===== config.mk =====
export PLATFORM = sky130hd
export DESIGN_NAME = mem_port_arbiter
export DESIGN_NICKNAME = d
export VERILOG_FILES = /design/src/rtl/mem_port_arbiter_pkg.sv /design/src/rtl/mem_port_arbiter.sv
export SDC_FILE = /design/constraint.sdc
export NUM_CORES = 1
export LEC_CHECK = 0
export ABC_CLOCK_PERIOD_IN_PS = 4000
export CAP_MARGIN = 5
export CORE_ASPECT_RATIO = 0.5
export CORE_MARGIN = 3
export CORE_UTILIZATION = 39
export DETAILED_ROUTE_END_ITERATION = 12
export DONT_BUFFER_PORTS = 1
export PLACE_DENSITY = 0.55
export SLEW_MARGIN = 40
export SYNTH_ARGS = -nofsm -noshare
export SYNTH_HDL_FRONTEND = slang
export SYNTH_SLANG_ARGS = --single-unit

===== constraint.sdc =====
create_clock -name clk -period 4 [get_ports clk]
set_input_delay 0.6 -clock clk [delete_from_list [all_inputs] [get_ports clk]]
set_output_delay 0.6 -clock clk [all_outputs]
set_load 0.01 [all_outputs]

===== src/rtl/mem_port_arbiter_pkg.sv =====
// Shared definitions for the instruction-fetch / load-store memory port arbiter.
package mem_port_arbiter_pkg;

    typedef enum logic [1:0] {
        IDLE     = 2'd0,
        BUSY_IF  = 2'd1,
        BUSY_LSU = 2'd2,
        DRAIN_IF = 2'd3
    } mem_arb_state_e;

    localparam int STARVE_LIMIT_DEFAULT = 4;

    localparam logic [3:0] IF_BE = 4'hF;

endpackage


===== src/rtl/mem_port_arbiter.sv =====
// Arbitrates one single-port memory bus between instruction fetch and load/store,
// favouring LSU but bounding how long a waiting fetch can be starved.
module mem_port_arbiter
    import mem_port_arbiter_pkg::*;
#(
    parameter int STARVE_LIMIT = STARVE_LIMIT_DEFAULT
) (
    input  logic        clk,
    input  logic        rst_sync,

    input  logic        if_req,
    input  logic [31:0] if_addr,
    output logic        if_gnt,
    output logic        if_rvalid,
    output logic [31:0] if_rdata,

    input  logic        lsu_req,
    input  logic        lsu_we,
    input  logic [3:0]  lsu_be,
    input  logic [31:0] lsu_addr,
    input  logic [31:0] lsu_wdata,
    output logic        lsu_gnt,
    output logic        lsu_rvalid,
    output logic [31:0] lsu_rdata,

    output logic        bus_req,
    output logic        bus_we,
    output logic [3:0]  bus_be,
    output logic [31:0] bus_addr,
    output logic [31:0] bus_wdata,
    input  logic        bus_ready,
    input  logic [31:0] bus_rdata,

    input  logic        flush,
    output logic        stall_req
);

    localparam int CNT_W = (STARVE_LIMIT < 1) ? 1 : $clog2(STARVE_LIMIT + 1);
    localparam logic [CNT_W-1:0] CNT_MAX = CNT_W'(STARVE_LIMIT);

    mem_arb_state_e   state_reg;
    logic [CNT_W-1:0] starve_cnt_reg;
    logic             bus_req_reg;
    logic             bus_we_reg;
    logic [3:0]       bus_be_reg;
    logic [31:0]      bus_addr_reg;
    logic [31:0]      bus_wdata_reg;

    logic             pick_lsu;
    logic             pick_if;
    logic             if_starved;

    // A starved fetch only wins if it is actually eligible (not being flushed).
    assign if_starved = if_req && !flush && (starve_cnt_reg == CNT_MAX);

    always_comb begin
        pick_lsu = 1'b0;
        pick_if  = 1'b0;
        if (state_reg == IDLE && !rst_sync) begin
            if (lsu_req && !if_starved) begin
                pick_lsu = 1'b1;
            end else if (if_req && !flush) begin
                pick_if = 1'b1;
            end
        end
    end

    always_ff @(posedge clk or posedge rst_sync) begin
        if (rst_sync) begin
            state_reg      <= IDLE;
            starve_cnt_reg <= '0;
            bus_req_reg    <= 1'b0;
            bus_we_reg     <= 1'b0;
            bus_be_reg     <= 4'h0;
            bus_addr_reg   <= 32'h0;
            bus_wdata_reg  <= 32'h0;
        end else begin
            case (state_reg)
                IDLE: begin
                    if (pick_lsu) begin
                        state_reg     <= BUSY_LSU;
                        bus_req_reg   <= 1'b1;
                        bus_we_reg    <= lsu_we;
                        bus_be_reg    <= lsu_be;
                        bus_addr_reg  <= lsu_addr;
                        bus_wdata_reg <= lsu_wdata;
                        if (if_req && starve_cnt_reg != CNT_MAX) begin
                            starve_cnt_reg <= starve_cnt_reg + 1'b1;
                        end
                    end else if (pick_if) begin
                        state_reg      <= BUSY_IF;
                        bus_req_reg    <= 1'b1;
                        bus_we_reg     <= 1'b0;
                        bus_be_reg     <= IF_BE;
                        bus_addr_reg   <= if_addr;
                        bus_wdata_reg  <= 32'h0;
                        starve_cnt_reg <= '0;
                    end
                end
                BUSY_IF: begin
                    if (bus_ready) begin
                        state_reg   <= IDLE;
                        bus_req_reg <= 1'b0;
                    end else if (flush) begin
                        // The bus cannot be aborted; finish it silently.
                        state_reg <= DRAIN_IF;
                    end
                end
                BUSY_LSU, DRAIN_IF: begin
                    if (bus_ready) begin
                        state_reg   <= IDLE;
                        bus_req_reg <= 1'b0;
                    end
                end
                default: begin
                    state_reg   <= IDLE;
                    bus_req_reg <= 1'b0;
                end
            endcase
        end
    end

    assign if_gnt     = pick_if;
    assign lsu_gnt    = pick_lsu;
    assign if_rvalid  = (state_reg == BUSY_IF) && bus_ready && !flush;
    assign lsu_rvalid = (state_reg == BUSY_LSU) && bus_ready;
    assign if_rdata   = bus_rdata;
    assign lsu_rdata  = bus_rdata;

    assign bus_req   = bus_req_reg;
    assign bus_we    = bus_we_reg;
    assign bus_be    = bus_be_reg;
    assign bus_addr  = bus_addr_reg;
    assign bus_wdata = bus_wdata_reg;

    assign stall_req = (lsu_req && !lsu_gnt) || ((state_reg == BUSY_LSU) && !bus_ready);

endmodule


# After elaboration in Yosys (flattened, before gate mapping)
# Cells that the tools add are included.
# op_classes
add_sub_neg	1
n_mul	0
div_mod_pow	0
order_cmp	0
eq_ne	10
n_shift	0
n_mux	26
bitwise_logic	0
reduce_logical	24
# ops
cell	n
32-bit two-way mux	4
1-bit logical AND	10
1-bit two-way mux	10
2-bit two-way mux	5
3-bit two-way mux	3
3-bit inequality test (second input constant)	3
4-bit two-way mux	2
2-bit case mux with 3 select lines	1
3-bit AND reduction	2
1-bit logical NOT	5
2-bit == test (second input constant)	2
2-bit by 1-bit inequality test with 1-bit output (second input constant)	2
2-bit AND reduction	2
3-bit by 1-bit adder with 3-bit output (second input constant)	1
3-bit == test (second input constant)	1
3-bit OR reduction	1
2-bit by 1-bit == test with 1-bit output (second input constant)	1
2-bit logical NOT	1
2-bit inequality test (second input constant)	1
1-bit case mux with 2 select lines	1
2-bit nonzero test	1
2-bit OR reduction	1
1-bit logical OR	1
# word_totals
regBits	75
latch_bits	0
ram_bits	0
rom_bits	0
inputBits	139
n_memories	0

# Longest topological paths before layout
# Gate-level depths: netlist (run 1).
# depth
depth_word	10
mapped_depth	9
ltp_nobuf	6

# Worst setup path before layout (run 1)
# Ideal clock, no wire load.
# synth_timing
path_type	input-to-output
start	input rst_sync
end	output stall_req
arrival_time_ns	1.783
setup_slack_ns	1.617
path_stages	7
n_path_buf	3
cell_sequence	or3_1 > clkbuf_1 > or3_1 > buf_6 > clkinv_8 > buf_8 > o32ai_1
# synth_between
elab_chain_len	6
# synth_lines
element	line_no	rtl
from (decl)	mem_port_arbiter.sv:9	input logic rst_sync,
1-bit logical NOT (no source line)	--	
1-bit logical AND	mem_port_arbiter.sv:59	if (state_reg == IDLE && !rst_sync) begin
1-bit two-way mux	mem_port_arbiter.sv:59	
via lsu_gnt	mem_port_arbiter.sv:22	output logic lsu_gnt,
1-bit logical NOT	mem_port_arbiter.sv:136	assign stall_req = (lsu_req && !lsu_gnt) || ((state_reg == BUSY_LSU) && !bus_ready);
1-bit logical AND	mem_port_arbiter.sv:136	
1-bit logical OR	mem_port_arbiter.sv:136	
to (decl)	mem_port_arbiter.sv:35	output logic stall_req
# The timed path passes the listed nets, and every way through them passes these cells.

# Worst setup path after layout (run 1)
# layout_timing
start	register starve_cnt_reg[0]
end	output stall_req
# layout_between
elab_chain_len	9
# layout_lines
element	line_no	rtl
from (decl)	mem_port_arbiter.sv:42	logic [CNT_W-1:0] starve_cnt_reg;
from (signal assigned)	mem_port_arbiter.sv:88	starve_cnt_reg <= starve_cnt_reg + 1'b1;
3-bit == test	mem_port_arbiter.sv:54	assign if_starved = if_req && !flush && (starve_cnt_reg == CNT_MAX);
1-bit logical AND	mem_port_arbiter.sv:54	
1-bit logical NOT	mem_port_arbiter.sv:60	if (lsu_req && !if_starved) begin
1-bit logical AND	mem_port_arbiter.sv:60	
1-bit two-way mux	mem_port_arbiter.sv:60	
1-bit two-way mux	mem_port_arbiter.sv:59	
via lsu_gnt	mem_port_arbiter.sv:22	
1-bit logical NOT	mem_port_arbiter.sv:136	
1-bit logical AND	mem_port_arbiter.sv:136	
1-bit logical OR	mem_port_arbiter.sv:136	
# The timed path passes the listed nets, and every way through them passes these cells.

==> results.cfg, run 1 <==
[place]
dp_hpwl_um = 7909
pre_cts_slack_ns = 1.511
portBuffers = 0
gp_congestion = 0.8061

[clock_tree]
cts-root-buf = clkbuf_16
cts_buffers = 9
clock_path_buffers = 2
cts.repair.resized = 0
postCtsSetupRepairBufs = 0
clkTransAtPathRegs_ns = 0.06
hold_buffers = 0
insertion_delay_ns = 0.33
clock_sinks = 75
cts_max_level = 3
cts_tree = yes

[setup_path]
regToRegStartpoint = starve_cnt_reg[0]
r2r_slack_ns = 1.68
crit_path_end_kind = output port
crit_path_start_kind = register
required_ns = 3.40
r2r_end = bus_addr[26]
r2r_cells = 6
path_max_fanout = 35
arrival_ns = 2.11
critPathKind = register to output port

[flow_run]
drv_cap = 0

[die]
dieArea_mm2 = 0.01195
ioPinCount = 278
initial_utilization = 0.4185
rows = 25
die_y_um = 78.83
die-width_um = 151.6
core_area_mm2 = 0.009884

[logic_synthesis]
synth_fp_nets = 523
yosysTopAreaCellShare = 0.4537
yosysTopAreaCell = dfrtp_1
synth_ff_type = dfrtp_1
synth-edff-count = 0
yosysWarnings = 0
synthTopCellsByCount = dfrtp_1 (75), buf_4 (64), a22o_1 (33)
syn_area_mm2 = 0.004136
synth_cell_type_count = 38
synth-async-reset-ratio = 1.000
post-synth-top-count-cell = dfrtp_1
syn_avg_cell_area_um2 = 10.83
syn_inst = 382
ys_top_cells_by_area = dfrtp_1 (45%), buf_4 (12%), a22o_1 (7.0%)
synth-seq-area-share = 0.4537
ys_ff_latch = 75

[finish]
seq_area_mm2 = 0.001877
n_antenna_cell = 0
fill_cells = 962
area_delta_synth_final_pct = -3.509
multi_input_comb_area_mm2 = 0.001550
final_layout_size_suffix_gt1_frac = 0.09603
fin_nets = 439

[detailed_routing]
wirelength_um = 11170
initialDrtViolationCount = 164
avgRoutedWirePerCell_um = 25.56
num_vias = 2766
viasPerCell = 6.330
drc = 0
dr.pass1.iters = 5
antenna_left = 0

[min_path]
hp-class = input pin to asynchronous set/reset pin

[global_routing]
antenna_found_initial = 0
grt_max_degree = 69
grt_pass1_vias = 2885
grt_pass1_wl_um = 16570
grt-ovfl-total = 0
grtUsageTotal = 0.1779

[timing]
hold_viol_final = 0
rsz0062_at_grt = false
setup_viol = 0
fin_tns_setup_ns = 0
slew_headroom = 0.4966
hold_slack_ns = 0.2137
setup_slack_ns = 1.287
report.final.slew_viol_count = 0
max_freq_mhz = 368.6
fin_worst_skew_ns = 0.005034
tightest_slew_ns = 0.7446
post-route-period-util = 0.6782
fin_crit_ns = 2.713

[pwr]
vdd_drop_max_mv = 0.2561
power_density_mw_per_mm2 = 676.5
leakagePower_uw = 0.001615

[run_status]
status = finished, final reports clean
## worst max-delay path by stage
stage | start | endpoint | slack, ns
2_1_floorplan | rst_sync | bus_addr[0] | 1.49
3_3_place_gp | rst_sync | bus_be[0] | 1.48
3_5_place_dp | rst_sync | if_gnt | 1.51
4_1_cts | starve_cnt_reg[0] | stall_req | 1.24
5_1_grt | starve_cnt_reg[0] | stall_req | 1.07
6_report | starve_cnt_reg[0] | stall_req | 1.29
## per-layer routing
| layer | wire (um) | GRT usage | vias up |
|---|---|---|---|
| li1 | - | - | 1219 |
| met1 | 4338 | 0.2057 | 1365 |
| met2 | 5582 | 0.2978 | 172 |
| met3 | 1129 | 0.08153 | 10 |
| met4 | 118 | 0.05287 | 0 |
| met5 | 0 | 0 | - |
## cell usage in the layout (no fill, tap or decap), drive strengths merged, types with 2 or more instances in the layout
cell | netlist | final
inv | 8 | 10
dfrtp | 75 | 75
a221oi | 32 | 32
o22a | 4 | 4
clkinv | 1 | 3
and2 | 32 | 32
ha | 2 | 2
o21a | 2 | 2
a21oi | 2 | 2
clkinvlp | 0 | 2
o21ai | 5 | 5
clkbuf | 29 | 9
a22o | 33 | 33
or3 | 2 | 2
a2bb2oi | 32 | 32
nand3 | 2 | 2
buf | 74 | 8
o31ai | 32 | 32
## worst max-delay path, cell delays in order (launching register included)
cell,delay (ns)
dfrtp_1,0.38
inv_1,0.10
ha_1,0.23
and4b_1,0.23
or3_1,0.35
clkinv_8,0.22
o32ai_1,0.28
## area by class of cell
class                           count  area share
Clock buffer                        9     0.05643
Clock inverter                      6     0.01254
Multi-Input combinational cell    195      0.3884
Timing Repair Buffer                8     0.01787
Tap cell                          135     0.04232
Inverter                            9     0.01223
Sequential cell                    75      0.4702
## through the flow
stage / area, um2 / power [uW] / instances / utilization
floorplan: 4136 / 1879 / 382 / -
global placement: 3687 / 1940 / 420 / 0.3730
detailed placement: 3715 / 1985 / 422 / 0.3758
CTS: 3990 / 2742 / 437 / 0.4037
global route: 3991 / 2855 / 437 / 0.4038
finish: 3991 / 2700 / 437 / 0.4038
## cells by family after synthesis
| family | count (synthesis) | synth area share |
|---|---|---|
| fa+ha+maj | 2 | 0.006049 |
| simple gates | 45 | 0.07018 |
| buf+inv | 112 | 0.1739 |
| compound gates | 148 | 0.2961 |
| flops | 75 | 0.4537 |
## where the power goes
part	switching [uW]	internal (uW)	leakage (uW)
clock	317	422	0.000129
combinational	292	290	0.000607
sequential	347	1030	0.000880
total	955	1750	0.00162
No activity file was read; power rests on OpenSTA's default activity.
==> run 2: changes to the inputs <==
--- a/config.mk
+++ b/config.mk
@@ -5,14 +5,15 @@
 export SDC_FILE = /design/constraint.sdc
 export NUM_CORES = 1
 export LEC_CHECK = 0
-export ABC_CLOCK_PERIOD_IN_PS = 4000
+export ABC_AREA = 1
+export ABC_CLOCK_PERIOD_IN_PS = 2400
 export CAP_MARGIN = 5
 export CORE_ASPECT_RATIO = 0.5
 export CORE_MARGIN = 3
 export CORE_UTILIZATION = 39
 export DETAILED_ROUTE_END_ITERATION = 12
 export DONT_BUFFER_PORTS = 1
-export PLACE_DENSITY = 0.55
+export PLACE_DENSITY = 0.57
 export SLEW_MARGIN = 40
 export SYNTH_ARGS = -nofsm -noshare
 export SYNTH_HDL_FRONTEND = slang
==> constraint.sdc (replaced) <==
create_clock -name clk -period 2.4 [get_ports clk]
set_input_delay 0.36 -clock clk [delete_from_list [all_inputs] [get_ports clk]]
set_output_delay 0.36 -clock clk [all_outputs]
set_load 0.01 [all_outputs]
==> run 2 against run 1 <==
  * Cell count rose by 43%
  * Utilization rose by 0.56 points
  * Critical path depth rose by 2
  * Critical endpoint unchanged
  * Largest cell class unchanged
  * Highest routed layer unchanged
==> results.cfg, run 2 <==
[run_status]
status = finished, final reports clean

[flow_run]
drv_cap = 0

[logic_synthesis]
syn_avg_cell_area_um2 = 7.464
yosysWarnings = 0
synthTopCellsByCount = nand2_1 (242), dfrtp_1 (75), inv_1 (74), buf_4 (65), nand3_1 (41)
ys_top_cells_by_area = dfrtp_1 (46%), nand2_1 (22%), buf_4 (12%)
post-synth-top-count-cell = nand2_1
synth_fp_nets = 690
synth-async-reset-ratio = 1.000
yosysTopAreaCellShare = 0.4580
synth_ff_type = dfrtp_1
synth-edff-count = 0
yosysTopAreaCell = dfrtp_1
synth-seq-area-share = 0.4580
ys_ff_latch = 75
synth_cell_type_count = 23
syn_area_mm2 = 0.004098
syn_inst = 549

[pwr]
power_density_mw_per_mm2 = 1287
leakagePower_uw = 0.002343
vdd_drop_max_mv = 0.3355
power_uw = 5177

[timing]
fin_crit_ns = 2.043
post-route-period-util = 0.8511
rsz0062_at_grt = false
fin_worst_skew_ns = 0.004634
setup_viol = 0
report.final.slew_viol_count = 0
tightest_slew_ns = 0.7281
fin_tns_setup_ns = 0
slew_headroom = 0.5146
max_freq_mhz = 489.5
hold_viol_final = 0

[clock_tree]
cts_tree = yes
hold_buffers = 0
cts-root-buf = clkbuf_16
clock_sinks = 75
clkTransAtPathRegs_ns = 0.06
cts.repair.resized = 0
clock_path_buffers = 2
cts_buffers = 9
insertion_delay_ns = 0.33
postCtsSetupRepairBufs = 0
cts_max_level = 3

[setup_path]
r2r_slack_ns = 0.48
path_max_fanout = 15
crit_path_start_kind = register
r2r_end = bus_addr[15]
crit_path_end_kind = output port
required_ns = 2.04
r2r_cells = 11
arrival_ns = 1.68
critPathKind = register to output port
regToRegStartpoint = starve_cnt_reg[0]

[finish]
final_common_cell = nand2_1
fin_nets = 625
final_layout_size_suffix_gt1_frac = 0.07157
n_antenna_cell = 0
layout_common_cells = nand2_1 (241), dfrtp_1 (75), inv_1 (73)
area_delta_synth_final_pct = -1.863
fin_area_mm2 = 0.004021

[global_routing]
grt_max_degree = 56
grtUsageTotal = 0.1768
grt-ovfl-total = 0
grt_pass1_wl_um = 16220
antenna_found_initial = 0
grt_pass1_vias = 2843

[place]
portBuffers = 0
place_area_mm2 = 0.003719
gp_congestion = 0.7636
dp_hpwl_um = 7763

[die]
die_y_um = 78.48
rows = 25
initial_utilization = 0.4172
dieArea_mm2 = 0.01185
ioPinCount = 278
core_area_mm2 = 0.009822
die-width_um = 151.0

[detailed_routing]
num_vias = 2875
wirelength_um = 10400
dr.pass1.iters = 4
antenna_left = 0
avgRoutedWirePerCell_um = 16.67
viasPerCell = 4.607
initialDrtViolationCount = 104
drc = 0

[min_path]
hp-class = input pin to asynchronous set/reset pin
==> run 2: critical path, stage by stage, from the launching register on <==
cell and delay (ns):
dfrtp_1 0.39, inv_1 0.06, ha_1 0.19, nand2_1 0.06, inv_1 0.05, nand2_1 0.09, nand3_2 0.29, nand2_4 0.15
o31ai_4 0.09
==> run 2: worst max-delay path by stage <==
stage                      start                end  slack, ns
4_1_cts        starve_cnt_reg[0]          stall_req       0.32
3_5_place_dp   starve_cnt_reg[0]       bus_addr[15]       0.47
3_3_place_gp   starve_cnt_reg[0]  starve_cnt_reg[0]       0.54
2_1_floorplan           rst_sync          stall_req      -0.07
6_report       starve_cnt_reg[0]          stall_req       0.36
5_1_grt        starve_cnt_reg[0]          stall_req       0.16
==> run 2: kinds of logic (layout without fill, tap and decap cells) <==
family	Yosys count	after routing	synth area share
buffers and inverters	162	102	0.2290
AND/OR/NAND/NOR	303	303	0.2956
adder cells (fa/ha/maj)	2	2	0.006106
flip-flops	75	75	0.4580
XOR/XNOR	1	1	0.002138
AO/OA/AOI/OAI	6	6	0.009161
==> run 2: through the flow <==
| step | worst slack [ns] | utilization | instances | hold slack (ns) |
|---|---|---|---|---|
| 3_5_place_dp | 0.4743 | 0.3786 | 608 | 0.3660 |
| 3_3_place_gp | 0.5411 | 0.3786 | 608 | 0.3642 |
| 2_1_floorplan | -0.07189 | - | 549 | 0.4752 |
| 5_1_grt | 0.1560 | 0.4094 | 624 | 0.02770 |
| 6_report | 0.3573 | 0.4094 | 624 | 0.01177 |
| 4_1_cts | 0.3243 | 0.4094 | 624 | 0.005227 |
==> run 2: metal layers <==
layer / track usage / vias to the layer above / wire (um)
met3: 0.08131 / 12 / 977
met4: 0.04250 / 0 / 85
met1: 0.2088 / 1340 / 4026
met5: 0 / - / 0
met2: 0.2944 / 95 / 5309
li1: - / 1428 / -
==> run 2: final cells by class <==
type | instances | area (um2)
clock buffer | 10 | 239.0
clock inverter | 6 | 63.81
fill | 1054 | 5801
inverter | 76 | 289.0
multi-input combinational | 312 | 1309
sequential | 75 | 1877
tap | 135 | 168.9
timing repair buffer | 10 | 75.07
==> run 2: where the power goes <==
part / switching [uW] / total [uW] / internal [uW]
combinational: 770 / 1210 / 437
clock: 529 / 1360 / 833
sequential: 749 / 2610 / 1860
==> run 3: changes to the inputs <==
--- a/config.mk
+++ b/config.mk
@@ -6,7 +6,7 @@
 export NUM_CORES = 1
 export LEC_CHECK = 0
 export ABC_AREA = 1
-export ABC_CLOCK_PERIOD_IN_PS = 2400
+export ABC_CLOCK_PERIOD_IN_PS = 1740
 export CAP_MARGIN = 5
 export CORE_ASPECT_RATIO = 0.5
 export CORE_MARGIN = 3
==> constraint.sdc (replaced) <==
create_clock -name clk -period 1.74 [get_ports clk]
set_input_delay 0.261 -clock clk [delete_from_list [all_inputs] [get_ports clk]]
set_output_delay 0.261 -clock clk [all_outputs]
set_load 0.01 [all_outputs]
==> run 3 against run 2 <==
  * Register-to-register slack worse by 0.37 ns
  * Highest routed layer unchanged
  * Critical endpoint unchanged
  * Critical path type unchanged
  * Clock power grew 50%
  * Utilization grew 4.1 points
  * Worst setup slack got worse by 0.34 ns
  * Worst hold slack better by 0.032 ns
  * Non-clock buffer count increased by 16
  * Via count grew 4.6%
  * Sequential share of layout area fell by 4.2 points
  * Critical path depth increased by 1
  * Clock skew barely moved
==> results.cfg, run 3 (synthesis gave the netlist of run 2 again) <==
[clock_tree]
cts_buffers = 9
cts_max_level = 3
hold_buffers = 0
clock_sinks = 75
cts-root-buf = clkbuf_16
cts_tree = yes
clkTransAtPathRegs_ns = 0.06
insertion_delay_ns = 0.33
clock_path_buffers = 2

[setup_path]
critPathKind = register to output port
required_ns = 1.48
r2r_end = bus_addr[31]
regToRegStartpoint = starve_cnt_reg[0]
crit_path_end_kind = output port
r2r_slack_ns = 0.11
cp_num_cells = 9
worst-path-buf-inv = 3
path_delay_family = flip-flops
cp_common_cell = nand2_4
path_max_fanout = 2
crit_path_start_kind = register
path_cells = inv_1, ha_2, nand2_2, inv_2, nand2_4, nand3_4, buf_12, nand2_4, o31ai_4
arrival_ns = 1.46
crit_path_max_incr_delay_ns = 0.38
r2r_cells = 12
critPathSlowestCell = dfrtp_1

[timing]
setup_viol = 0
max_freq_mhz = 579.5
post-route-period-util = 0.9917
slew_headroom = 0.5392
fin_worst_skew_ns = 0.004648
hold_viol_final = 0
rsz0062_at_grt = true
report.final.slew_viol_count = 0
setup_slack_ns = 0.01450
tightest_slew_ns = 0.6912
fin_crit_ns = 1.726

[finish]
layout_common_cells = nand2_1 (236), dfrtp_1 (74), inv_1 (71)
final_core_util = 0.4499
fin_nets = 641
final_layout_size_suffix_gt1_frac = 0.1188
fin_area_mm2 = 0.004419
final_common_cell = nand2_1
area_delta_synth_final_pct = 7.847
n_antenna_cell = 0
fill_cells = 984

[die]
initial_utilization = 0.4172
core_area_mm2 = 0.009822
dieArea_mm2 = 0.01185
rows = 25
ioPinCount = 278
die_y_um = 78.48
die-width_um = 151.0

[pwr]
leakagePower_uw = 0.002521
vdd_drop_max_mv = 0.4978
power_density_mw_per_mm2 = 1779

[place]
place_area_mm2 = 0.003761
dp_hpwl_um = 7762
portBuffers = 0
gp_congestion = 0.7554
pre_cts_slack_ns = 0.07632

[min_path]
hp-class = input pin to register
hold_end = bus_wdata[29]
holdPathStages = 2
min_from = lsu_wdata[29]

[detailed_routing]
drc = 0
avgRoutedWirePerCell_um = 18.07
viasPerCell = 4.697
antenna_left = 0
num_vias = 3006
dr.pass1.iters = 5
wirelength_um = 11570
initialDrtViolationCount = 178

[global_routing]
grt_pass1_wl_um = 16740
grt-ovfl-total = 0
grtUsageTotal = 0.1831
antenna_found_initial = 0
grt_pass1_vias = 2991
grt_max_degree = 76

[flow_run]
drv_cap = 0

[run_status]
status = finished, final reports clean
run 3: changes by cell type in the layout (fill, tap and decap cells not counted), moves of 3 or more:
cell | previous run | this run
buf_6 | 0 | 4
nand2_1 | 241 | 236
nand2_4 | 1 | 4
clkbuf_16 | 9 | 12
buf_12 | 0 | 5
run 3: area by class of cell:
class / instances / area [um2] / share of cell area
Inverter: 76 / 301.5 / 0.06823
Sequential cell: 75 / 1878 / 0.4250
Clock inverter: 4 / 72.57 / 0.01642
Timing Repair Buffer: 26 / 382.9 / 0.08664
Tap cell: 135 / 168.9 / 0.03822
Clock buffer: 12 / 256.5 / 0.05804
Multi-Input combinational cell: 312 / 1359 / 0.3075
run 3: layer usage:
metal  track usage  part of all wire
met5             0                 0
met4       0.05425             0.015
met3       0.07958             0.084
met2        0.3050              0.50
met1        0.2151              0.40
run 3: stage by stage:
stage,total power (uW),TNS (ns),hold WS [ns],std cells
6_report,7864,0,0.04418,640
5_1_grt,8448,-0.1272,0.04176,640
4_1_cts,7761,-0.0006386,0.03506,635
3_5_place_dp,5414,0,0.3829,607
3_3_place_gp,5359,0,0.3801,607
2_1_floorplan,5027,-41.25,0.3776,549
run 3: worst max path at each step:
stage,to,from,slack (ns)
6_report,stall_req,starve_cnt_reg[0],0.01
5_1_grt,stall_req,starve_cnt_reg[0],-0.06
4_1_cts,if_gnt,starve_cnt_reg[0],-0.0006
3_5_place_dp,bus_addr[31],starve_cnt_reg[0],0.08
3_3_place_gp,bus_addr[31],starve_cnt_reg[0],0.11
2_1_floorplan,bus_req,rst_sync,-0.59
run 3: worst reg2reg max path, stage by stage, from the launching register on:
cell     delay (ns)
dfrtp_1        0.38
inv_1          0.06
ha_2           0.16
nand2_2        0.05
inv_2          0.08
nand2_4        0.07
nand3_4        0.12
buf_6          0.11
nand2_4        0.10
inv_8          0.12
buf_8          0.18
nand2_1        0.08
nand2_1        0.06
run 3: repair_timing:
item / CTS / global route
cloned: 3 / 4
pin swaps: 4 / 3
setup buffers: 9 / 2
gates resized for setup: 9 / 18
setup endpoints to repair: 3 / 72
run 3: where the power goes:
part | switching, uW | internal, uW | total [uW] | leakage (uW)
Sequential | 1010 | 2570 | 3580 | 0.000935
Clock | 712 | 1330 | 2040 | 0.000159
Combinational | 1280 | 964 | 2240 | 0.00143
Total | 3000 | 4860 | 7860 | 0.00252
